$ cat src/rtl/logic_seq_exec.sv
// Sequenced logic-op front-end: accepts an opcode and two operands, evaluates
// the operation SLICE bits per cycle (LSB slice first) and returns the result.
module logic_seq_exec #(
   parameter int unsigned WIDTH = 8,
   parameter int unsigned SLICE = 2
) (
   input  logic             clk,
   input  logic             rst_n,
   input  logic             cmd_valid,
   output logic             cmd_ready,
   input  logic [2:0]       cmd_op,
   input  logic [WIDTH-1:0] cmd_a,
   input  logic [WIDTH-1:0] cmd_b,
   output logic             res_valid,
   input  logic             res_ready,
   output logic [WIDTH-1:0] res_c,
   output logic             res_zero,
   output logic             res_err,
   output logic             busy
);

   localparam int unsigned NSL = WIDTH / SLICE;
   localparam int unsigned CW  = $clog2(NSL) + 1;

   if ((WIDTH % SLICE) != 0) begin : g_bad_slice
      $error("logic_seq_exec: SLICE must divide WIDTH exactly");
   end

   typedef enum logic [1:0] {IDLE, EXEC, DONE} state_t;

   state_t           state, state_n;
   logic [WIDTH-1:0] a_sh, b_sh, acc, acc_nxt;
   logic [CW-1:0]    cnt;
   logic [3:0]       ctrl;          // {and, or, xor, inv}
   logic [SLICE-1:0] slice_a, slice_b, slice_res;
   logic             op_ok, last;

   function automatic logic [3:0] decode(input logic [2:0] op);
      case (op)
         3'd0:    return 4'b1000;
         3'd1:    return 4'b0100;
         3'd2:    return 4'b0010;
         3'd3:    return 4'b0001;
         3'd4:    return 4'b1001;
         3'd5:    return 4'b0101;
         3'd6:    return 4'b0011;
         default: return 4'b0000;
      endcase
   endfunction

   assign op_ok   = (cmd_op != 3'd7);
   assign last    = (cnt == CW'(NSL - 1));
   assign slice_a = a_sh[SLICE-1:0];
   assign slice_b = b_sh[SLICE-1:0];

   // Narrow logic slice plus accumulator shift-in from the MSB side
   always_comb begin
      slice_res = '0;
      if (ctrl[3]) slice_res = slice_res | (slice_a & slice_b);
      if (ctrl[2]) slice_res = slice_res | (slice_a | slice_b);
      if (ctrl[1]) slice_res = slice_res | (slice_a ^ slice_b);
      slice_res = slice_res ^ {SLICE{ctrl[0]}};
      acc_nxt   = WIDTH'({slice_res, acc} >> SLICE);
   end

   always_ff @(posedge clk or negedge rst_n) begin
      if (!rst_n) state <= IDLE;
      else        state <= state_n;
   end

   always_comb begin
      state_n = state;
      case (state)
         IDLE:    if (cmd_valid) state_n = op_ok ? EXEC : DONE;
         EXEC:    if (last) state_n = DONE;
         DONE:    if (res_ready) state_n = IDLE;
         default: state_n = IDLE;
      endcase
   end

   // Datapath and registered handshake/result outputs
   always_ff @(posedge clk or negedge rst_n) begin
      if (!rst_n) begin
         cmd_ready <= 1'b1;
         res_valid <= 1'b0;
         busy      <= 1'b0;
         res_c     <= '0;
         res_zero  <= 1'b0;
         res_err   <= 1'b0;
         a_sh      <= '0;
         b_sh      <= '0;
         acc       <= '0;
         cnt       <= '0;
         ctrl      <= '0;
      end else begin
         cmd_ready <= (state_n == IDLE);
         res_valid <= (state_n == DONE);
         busy      <= (state_n != IDLE);
         case (state)
            IDLE: if (cmd_valid) begin
               a_sh <= cmd_a;
               b_sh <= cmd_b;
               ctrl <= decode(cmd_op);
               cnt  <= '0;
               acc  <= '0;
               if (!op_ok) begin
                  res_c    <= '0;
                  res_zero <= 1'b1;
                  res_err  <= 1'b1;
               end
            end
            EXEC: begin
               acc  <= acc_nxt;
               a_sh <= a_sh >> SLICE;
               b_sh <= b_sh >> SLICE;
               if (last) begin
                  res_c    <= acc_nxt;
                  res_zero <= (acc_nxt == '0);
                  res_err  <= 1'b0;
               end else begin
                  cnt <= cnt + 1'b1;
               end
            end
            default: ;
         endcase
      end
   end

endmodule

$ cat config.mk
export PLATFORM = sky130hd
export DESIGN_NAME = logic_seq_exec
export DESIGN_NICKNAME = d
export VERILOG_FILES = /design/src/rtl/logic_seq_exec.sv
export SDC_FILE = /design/constraint.sdc
export NUM_CORES = 1
export LEC_CHECK = 0
export CAP_MARGIN = 20
export CORE_UTILIZATION = 40
export DETAILED_ROUTE_END_ITERATION = 6
export HOLD_SLACK_MARGIN = 0.15
export PLACE_DENSITY = 0.69
export SYNTH_ARGS = -nofsm -noshare
export SYNTH_HDL_FRONTEND = slang
export SYNTH_SLANG_ARGS = --single-unit
$ cat constraint.sdc
create_clock -name clk -period 1.7 [get_ports clk]
set_input_delay 0.34 -clock clk [delete_from_list [all_inputs] [get_ports clk]]
set_output_delay 0.34 -clock clk [all_outputs]
set_load 0.005 [all_outputs]
==> results.ini, run 1 <==
[grt]
track_usage_pct = 16.9
antenna_found_initial = 0
grt-ovfl-total = 0
first_global_vias = 1664
grt_max_degree = 25
grt_pass1_wl_mm = 7.78

[worst_setup_path]
cp.required_ps = 1360
reg2reg_slack_ps = 120
crit_chain = clkdlybuf4s50_1
cp.arrival_ps = 1300
path_depth = 1
timing.rr.end = res_c[7]
rr_startpoint = b_sh[1]
slowest_delay_ps = 520
crit_buf_inv = 1
critPathKind = flip-flop to output pin
cpMaxStageDelayCell = dfstp_2
end_kind = output pin
cp-start-kind = flip-flop
critPathTopFamily = flip-flops
ff2ff_path_depth = 6
path_max_fanout = 1

[cells_and_area]
nets = 291
drive_above_1_share_pct = 16.0
area_delta_synth_final_pct = 30.0
final_cells = 333
insertedDiodeCount = 0
num-fill-cells = 476

[timing]
grt_setup_unrepaired = no
slew_viol_final = 0
slew_headroom_pct = 65.9
setup_viol = 0
finalSetupTns_ps = 0
timing.final.crit_period_ps = 1640
hold_violations = 0
tightest_slew_ps = 512
max_freq_mhz = 611
finClkSkew_ps = 3.64
worst_slack_ps = 62.6
hold-worst-slack_ps = 481
fin_crit_sh_pct = 96.3

[detailed_routing]
wirelength_mm = 4.40
ant_nets = 0
drtIter0Drc = 76
route.detailed.drc = 0
routedWlPerCell_um = 13.2
vias_per_cell = 5.15
drt_first_pass_iters = 4
vias = 1715

[synth]
syn_avg_cell_area_um2 = 10.1
synth.most_common_cell = dfrtp_1
synth_edf_count = 0
yosysTopAreaCell = dfrtp_1
synthFlopType = dfrtp_1
ys_seq_area_share_pct = 50.3
synth_warnings = 0
synth_cells = 216
synth_fp_nets = 245
synth.distinct_cells = 44
synth-async-reset-ratio_pct = 100
synth_top_area_share_pct = 49.1
synthTopCellsByArea = dfrtp_1 (49%), nand2_1 (7.0%), o21ai_0 (5.3%)
synth-seq-cells = 44
synth_area_um2 = 2190
synth_commonest_cells = dfrtp_1 (43), nand2_1 (41), o21ai_0 (23)

[pwr]
clockPowerShare_pct = 22.0
internal-power_w = 0.00330
finalPower_w = 0.00504
comb_power_share_pct = 41.4
ir_drop_uv = 760
swShare_pct = 34.6
p_per_area_nw_per_um2 = 1770
power.leakage_nw = 1.28
p_sw_w = 0.00174
seq_power_share_pct = 36.7

[floorplan]
die_area_um2 = 5780
rows = 26
chipWidth_um = 76.0
start_util_pct = 42.1
fp.coreArea_um2 = 5200
die_h_um = 76.0
ios = 36

[clock_network]
clk_pin_slew_ps = 80
clock_latency_ps = 300
cts_tree = built
cts_buffer_depth = 2
clock-root-buffer = clkbuf_8
ctsHtreeMaxLevel = 2
cts_buffers = 5
post_cts_resized = 0
clkSinkCount = 44

[min_path]
worstHoldPathType = flip-flop to flip-flop
min_path_cells = 2
hp-start = res_c[5]
min_to = res_c[5]

[outcome]
outcome = complete, no violations

[placement]
dp_hpwl_mm = 3.10
portBuffers = 35
dp_cells = 324
place.gp.congestion = 0.752
place_ws_ps = 16.4

[flow_run]
cap_violations = 0

[through the flow]
step | area (µm²) | utilization [%]
finish | 2850 | 54.7
global route | 2850 | 54.7
CTS | 2850 | 54.7
detailed placement | 2680 | 51.5
global placement | 2680 | 51.5
floorplan | 2190 | -
[layout make-up]
class | count | area (µm²) | area share (%)
clock inverters | 3 | 90.1 | 3.16
well taps | 70 | 87.6 | 3.08
multi-input cells | 152 | 972 | 34.1
clock buffers | 5 | 68.8 | 2.42
repair buffers | 52 | 500 | 17.6
inverters | 7 | 26.3 | 0.923
flip-flops and latches | 44 | 1100 | 38.7
[timing repair]
action / in CTS / in global routing
hold buffers: 1 / 0
setup buffers: 0 / 0
endpoints found under the hold margin: 19 / 0
[layer usage]
metal | GRT usage [%] | vias up | wire [µm]
li1 | - | 845 | -
met1 | 23.0 | 826 | 2120
met2 | 26.3 | 37 | 2040
met3 | 4.19 | 7 | 179
met4 | 5.77 | 0 | 63
met5 | 0 | - | 0
[worst max-delay path by stage]
stage,start,end
after floorplan,a_sh[0],res_zero
after global placement,cmd_valid,cnt[0]
after CTS,cmd_ready,cmd_ready
final,cmd_ready,cmd_ready
after detailed placement,cmd_valid,cnt[0]
after global routing,cmd_ready,cmd_ready
[logic make-up (layout without fill, tap and decap cells)]
logic type               after synthesis  in the layout  share of synthesized area (%)
AO/OA/AOI/OAI                         69             69                           21.5
XOR/XNOR                               1              1                          0.400
adder cells (fa/ha/maj)                6              6                           3.43
buffers and inverters                 20             67                           5.31
flip-flops                            44             44                           50.3
multiplexers                           1              1                          0.514
AND/OR/NAND/NOR                       75             75                           18.5
[power groups by stage]
| stage | sequential (W) | clock [W] | combinational (W) |
|---|---|---|---|
| global placement | 0.00186 | 0 | 0.00206 |
| global route | 0.00191 | 0.00116 | 0.00234 |
| floorplan | 0.00175 | 0 | 0.00147 |
| finish | 0.00185 | 0.00111 | 0.00208 |
| detailed placement | 0.00187 | 0 | 0.00209 |
| CTS | 0.00185 | 0.00112 | 0.00211 |
[sequential cells by signal (all words and copies together), names as in the netlist]
signal and count:
a_sh 8, acc 6, b_sh 8, busy 1
cmd_ready 1, cnt 3, ctrl 4, res_c 8
res_err 1, res_valid 1, res_zero 1, state 2
[placed cells by master (no fill, tap or decap), drive strengths merged, types with 2 or more instances in the layout]
| master | Yosys | final |
|---|---|---|
| a21oi | 13 | 13 |
| a22oi | 15 | 15 |
| a2bb2oi | 2 | 2 |
| a31oi | 2 | 2 |
| and4 | 2 | 2 |
| buf | 9 | 17 |
| bufinv | 0 | 3 |
| clkbuf | 4 | 5 |
| clkdlybuf4s50 | 0 | 34 |
| dfrtp | 43 | 43 |
| ha | 6 | 6 |
| inv | 7 | 7 |
| nand2 | 41 | 41 |
| nand2b | 6 | 6 |
| nor2 | 3 | 3 |
| nor2b | 14 | 14 |
| nor3 | 2 | 2 |
| o21ai | 26 | 26 |
| o31ai | 3 | 3 |
(Power assumes the default switching activity.)
==> run 2: changes to the inputs <==
--- a/config.mk
+++ b/config.mk
@@ -9,7 +9,7 @@
 export CORE_UTILIZATION = 40
 export DETAILED_ROUTE_END_ITERATION = 6
 export HOLD_SLACK_MARGIN = 0.15
-export PLACE_DENSITY = 0.69
+export PLACE_DENSITY = 0.71
 export SYNTH_ARGS = -nofsm -noshare
 export SYNTH_HDL_FRONTEND = slang
 export SYNTH_SLANG_ARGS = --single-unit
==> constraint.sdc (replaced) <==
create_clock -name clk -period 1.3 [get_ports clk]
set_input_delay 0.26 -clock clk [delete_from_list [all_inputs] [get_ports clk]]
set_output_delay 0.26 -clock clk [all_outputs]
set_load 0.005 [all_outputs]
==> results.ini, run 2 (synthesis gave the netlist of run 1 again) <==
[placement]
dp_hpwl_mm = 3.30  ; +6.6%
portBuffers = 35  ; unchanged
post_dp_cell_area_um2 = 2890  ; +7.7%
dp_cells = 346  ; +6.8%
place.gp.congestion = 0.783  ; +4.1%
place_ws_ps = -346  ; -362 ps

[detailed_routing]
vias = 1878  ; +9.5%
ant_nets = 0  ; unchanged
dr_wl_met3_um = 125  ; -30%
wirelength_mm = 4.85  ; +10%
route.detailed.drc = 0  ; unchanged
drt_first_pass_iters = 4  ; unchanged
highest_layer = met4
wl_met1_mm = 2.32  ; +9.5%
routedWlPerCell_um = 13.0  ; -1.2%
met2_length_mm = 2.37  ; +16%
vias_per_cell = 5.05  ; -2.0%
drtIter0Drc = 67  ; -12%

[worst_setup_path]
critPathTopFamily = flip-flops
crit_buf_inv = 1  ; unchanged
cp.arrival_ps = 1680  ; +380 ps
path_max_fanout = 14  ; +13
end_kind = flip-flop
rr_startpoint = cnt[0]
cpMaxStageDelayCell = dfrtp_1
slowest_delay_ps = 400  ; -120 ps
cp-start-kind = flip-flop
critPathKind = flip-flop to flip-flop
crit_chain = ha_2 -> ha_4 -> a22oi_4 -> buf_12 -> nand2_1 -> o31ai_4
worstSetupStartpoint = cnt[0]
cp.required_ps = 1510  ; +150 ps

[cells_and_area]
drive_above_1_share_pct = 39.1  ; +23 points
area_delta_synth_final_pct = 49.7
final_cells = 372  ; +12%
fin_area_um2 = 3280  ; +15%
nets = 330  ; +13%
layout.cells.most_common = buf_4
mostFrequentLayoutCells = buf_4 (46), dfrtp_1 (42), nand2_1 (33)
num-fill-cells = 439  ; -7.8%
largest_registers = a_sh (8), b_sh (8), res_c (8)
seqCellArea_um2 = 1100  ; +0.11%
insertedDiodeCount = 0  ; unchanged
multi_input_area_um2 = 1160  ; +19%

[outcome]
outcome = finished, violations left
violations = setup timing

[clock_network]
clock_latency_ps = 290  ; about the same
cts_buffers = 5  ; unchanged
clk_pin_slew_ps = 90  ; about the same
ctsHtreeMaxLevel = 2  ; unchanged
clock-root-buffer = clkbuf_8
clkSinkCount = 44  ; unchanged
cts_tree = built
cts_buffer_depth = 2  ; unchanged

[floorplan]
start_util_pct = 42.1  ; unchanged
chipWidth_um = 76.0  ; unchanged
rows = 26  ; unchanged
fp.coreArea_um2 = 5200  ; unchanged
die_area_um2 = 5780  ; unchanged
ios = 36  ; unchanged
die_h_um = 76.0  ; unchanged

[timing]
setup_viol = 15  ; +15
slew_headroom_pct = 76.2  ; +10 points
fin_crit_sh_pct = 113
timing.final.crit_period_ps = 1470
finClkSkew_ps = 6.00  ; +2.36 ps
finalSetupTns_ps = -1480  ; -1480 ps
grt_setup_unrepaired = yes
worst_slack_ps = -168  ; -230 ps
hold_violations = 0  ; unchanged
slew_viol_final = 0  ; unchanged
tightest_slew_ps = 358  ; -154 ps
max_freq_mhz = 681

[grt]
antenna_found_initial = 0  ; unchanged
grt-ovfl-total = 0  ; unchanged
grt_pass1_wl_mm = 8.36  ; +7.3%
grt_max_degree = 24  ; -4.0%
first_global_vias = 1765  ; +6.1%
track_usage_pct = 17.7  ; +0.84 points

[min_path]
worstHoldPathType = input pin to asynchronous set/reset pin

[flow_run]
cap_violations = 0  ; unchanged

[pwr]
power.leakage_nw = 1.54  ; +21%
ir_drop_uv = 1010  ; +33%
p_per_area_nw_per_um2 = 2270  ; +28%

## run 2: cell count changes in the layout (fill, tap and decap cells not counted), sizes merged
cell / previous run / this run
clkbuf: 5 / 7
bufinv: 3 / 1
clkdlybuf4s50: 34 / 20
buf: 17 / 56
clkinv: 0 / 1
dlygate4sd2: 0 / 13
## run 2: final cells by class
| type | count | share of cell area [%] |
|---|---|---|
| clock inverter | 2 | 1.07 |
| timing repair buffer | 91 | 24.3 |
| tap | 70 | 2.67 |
| multi-input combinational | 152 | 35.3 |
| inverter | 7 | 0.801 |
| clock buffer | 6 | 2.21 |
| sequential | 44 | 33.6 |
## run 2: layer usage
layer / GRT usage, % / up-vias
met5: 0 / -
met4: 3.08 / 0
met3: 3.35 / 7
met2: 28.9 / 35
met1: 24.9 / 906
li1: - / 930
## run 2: path summary, 6_finish.rpt
| path | to | cells after the start | slack [ps] |
|---|---|---|---|
| worst max-delay path | res_c[7] | 6 | -170 |
| worst min-delay path | cnt[1] | 2 | 400 |
| worst max register to register | res_c[7] | 6 | -170 |
| worst min register to register | res_c[2] | 2 | 490 |
| max in group asynchronous | a_sh[3] | 3 | 440 |
| min in group clk | res_c[2] | 2 | 490 |
## run 2: metrics by stage
stage / utilization [%] / total power (W) / hold slack [ps]
global placement: 55.4 / 0.00563 / 193
global route: 63.0 / 0.00804 / 409
detailed placement: 55.4 / 0.00572 / 192
floorplan: - / 0.00435 / -35.6
finish: 63.0 / 0.00746 / 402
CTS: 60.1 / 0.00703 / 405
## run 2: timing repair
item / 4_1_cts / 5_1_grt
hold endpoints to repair: 11 / 0
cloned: 0 / 1
hold buffers: 1 / 0
setup buffers: 11 / 7
resized for setup: 36 / 42
setup endpoints to repair: 40 / 28
pin swaps: 7 / 7
## run 2: power breakdown
group          switching, W  total [W]  internal, W
Clock              0.000461    0.00103     0.000571
Combinational       0.00183    0.00405      0.00222
Sequential         0.000406    0.00237      0.00197
==> run 3: changes to the inputs <==
--- a/config.mk
+++ b/config.mk
@@ -6,9 +6,11 @@
 export NUM_CORES = 1
 export LEC_CHECK = 0
 export CAP_MARGIN = 20
+export CORE_MARGIN = 4
 export CORE_UTILIZATION = 40
 export DETAILED_ROUTE_END_ITERATION = 6
 export HOLD_SLACK_MARGIN = 0.15
+export MAX_ROUTING_LAYER = met4
 export PLACE_DENSITY = 0.71
 export SYNTH_ARGS = -nofsm -noshare
 export SYNTH_HDL_FRONTEND = slang
==> results.ini, run 3 (synthesis gave the netlist of run 1 again) <==
[worst_setup_path]
crit_chain = inv_1 -> ha_2 -> or2b_4 -> and4_4 -> buf_6 -> o41ai_2
cp.required_ps = 1500  ; about the same
crit_buf_inv = 2  ; +1
cp.arrival_ps = 1650  ; -30 ps
slowest_delay_ps = 360  ; -40 ps
end_kind = flip-flop
worstSetupStartpoint = b_sh[0]
cp-start-kind = flip-flop
critPathTopFamily = simple AND/OR/NAND/NOR gates
critPathKind = flip-flop to flip-flop
rr_startpoint = b_sh[0]
path_max_fanout = 3  ; -11
cpMaxStageDelayCell = dfrtp_1

[cells_and_area]
drive_above_1_share_pct = 35.9  ; -3.2 points
mostFrequentLayoutCells = buf_4 (46), dfrtp_1 (42), nand2_1 (36)
layout.cells.most_common = buf_4
largest_registers = a_sh (8), b_sh (8), res_c (8)
area_delta_synth_final_pct = 47.2
insertedDiodeCount = 0  ; unchanged
nets = 329  ; -0.30%

[grt]
grt_use_met3_pct = 3.84  ; +0.48 points
grt_max_degree = 20  ; -17%
met2_usage_pct = 29.1  ; +0.17 points
track_usage_pct = 16.9  ; -0.77 points
first_global_vias = 1884  ; +6.7%
antenna_found_initial = 0  ; unchanged
grt-ovfl-total = 0  ; unchanged
met1_usage_pct = 20.0  ; -4.9 points
grt_pass1_wl_mm = 8.51  ; +1.9%
busiest_layer = met2

[clock_network]
cts_buffers = 5  ; unchanged
cts_buffer_depth = 2  ; unchanged
clock-root-buffer = clkbuf_8
clk_pin_slew_ps = 80  ; about the same
clkSinkCount = 44  ; unchanged
ctsHtreeMaxLevel = 2  ; unchanged
clock_latency_ps = 300  ; about the same
cts_tree = built

[detailed_routing]
drt_first_pass_iters = 4  ; unchanged
vias = 1821  ; -3.0%
route.detailed.drc = 0  ; unchanged
routedWlPerCell_um = 13.9  ; +6.4%
ant_nets = 0  ; unchanged
drtIter0Drc = 80  ; +19%
wirelength_mm = 5.15  ; +6.1%
vias_per_cell = 4.91  ; -2.8%

[timing]
hold_violations = 0  ; unchanged
slew_headroom_pct = 82.8  ; +6.6 points
finClkSkew_ps = 9.15  ; +3.15 ps
hold-worst-slack_ps = 343  ; -59.0 ps
tightest_slew_ps = 258  ; -99.4 ps
setup_viol = 15  ; unchanged
fin_crit_sh_pct = 112  ; -0.89 points
slew_viol_final = 0  ; unchanged
finalSetupTns_ps = -1110  ; +365 ps
grt_setup_unrepaired = yes
timing.final.crit_period_ps = 1460  ; -11.5 ps
max_freq_mhz = 687  ; +0.79%
worst_slack_ps = -156  ; +11.5 ps

[placement]
place.gp.congestion = 0.770  ; -1.7%
portBuffers = 35  ; unchanged
dp_hpwl_mm = 3.54  ; +7.3%

[floorplan]
rows = 26  ; unchanged
start_util_pct = 42.1  ; unchanged
ios = 36  ; unchanged
chipWidth_um = 82.0  ; +7.9%
die_area_um2 = 6720  ; +16%
die_h_um = 82.0  ; +7.9%
fp.coreArea_um2 = 5200  ; unchanged

[outcome]
violations = setup timing
outcome = finished, violations left

[pwr]
p_per_area_nw_per_um2 = 2260  ; -0.76%
power.leakage_nw = 1.52  ; -1.7%
ir_drop_uv = 916  ; -9.3%

[flow_run]
cap_violations = 0  ; unchanged

[min_path]
worstHoldPathType = input pin to asynchronous set/reset pin

-- run 3: changes by cell type in the layout (fill, tap and decap cells not counted), moves of 2 or more --
cell / before / now
o21ai_0: 6 / 15
o21ai_1: 17 / 10
a21oi_2: 5 / 1
nand2_1: 33 / 36
a21oi_1: 8 / 12
o31ai_2: 1 / 3
o21ai_2: 3 / 1
nand2_2: 7 / 4
-- run 3: stage by stage --
step           area [µm²]  cells  total power [W]  utilization [%]  setup slack [ps]
6_report             3220    371          0.00727             61.9              -156
5_1_grt              3220    371          0.00784             61.9              -227
4_1_cts              3140    367          0.00703             60.3              -149
3_5_place_dp         2870    344          0.00576             55.1              -306
3_3_place_gp         2870    344          0.00566             55.1              -298
2_1_floorplan        2230    216          0.00435                -             -84.2
-- run 3: worst register-to-register path: stages, from the launching register on --
cell and delay (ps):
dfrtp_1 360, inv_1 60, ha_2 170, or2b_4 260, and4_4 210, buf_6 110
o41ai_2 180
-- run 3: area by class of cell --
class	instances	area (µm²)
Fill cell	450	1980
Multi-Input combinational cell	152	1130
Sequential cell	44	1100
Timing Repair Buffer	90	791
Tap cell	70	87.6
Clock buffer	6	72.6
Inverter	7	26.3
Clock inverter	2	12.5
-- run 3: final timing paths --
kind	endpoint	slack, ps	cells past startpoint
max in group asynchronous	state[1]	440	3
worst max register to register	res_c[6]	-160	6
worst max-delay path	res_c[6]	-160	6
worst min-delay path	busy	340	2
worst min register to register	cnt[2]	480	1
min in group clk	cnt[2]	480	1
-- run 3: what timing repair did --
action,4_1_cts,5_1_grt
setup buffers,14,4
pin swaps,7,7
hold buffers,1,0
endpoints found under the setup margin,48,28
resized for setup,39,19
hold endpoints to repair,41,0
-- run 3: routing by layer --
metal	vias up	wire, µm
met1	861	2290
met3	5	209
met5	-	0
li1	921	-
met2	34	2600
met4	0	55
-- run 3: power by group --
| group | switching, W | internal [W] | total, W |
|---|---|---|---|
| Combinational | 0.00180 | 0.00223 | 0.00403 |
| Sequential | 0.000433 | 0.00197 | 0.00240 |
| Clock | 0.000468 | 0.000376 | 0.000844 |
| Total | 0.00270 | 0.00457 | 0.00727 |
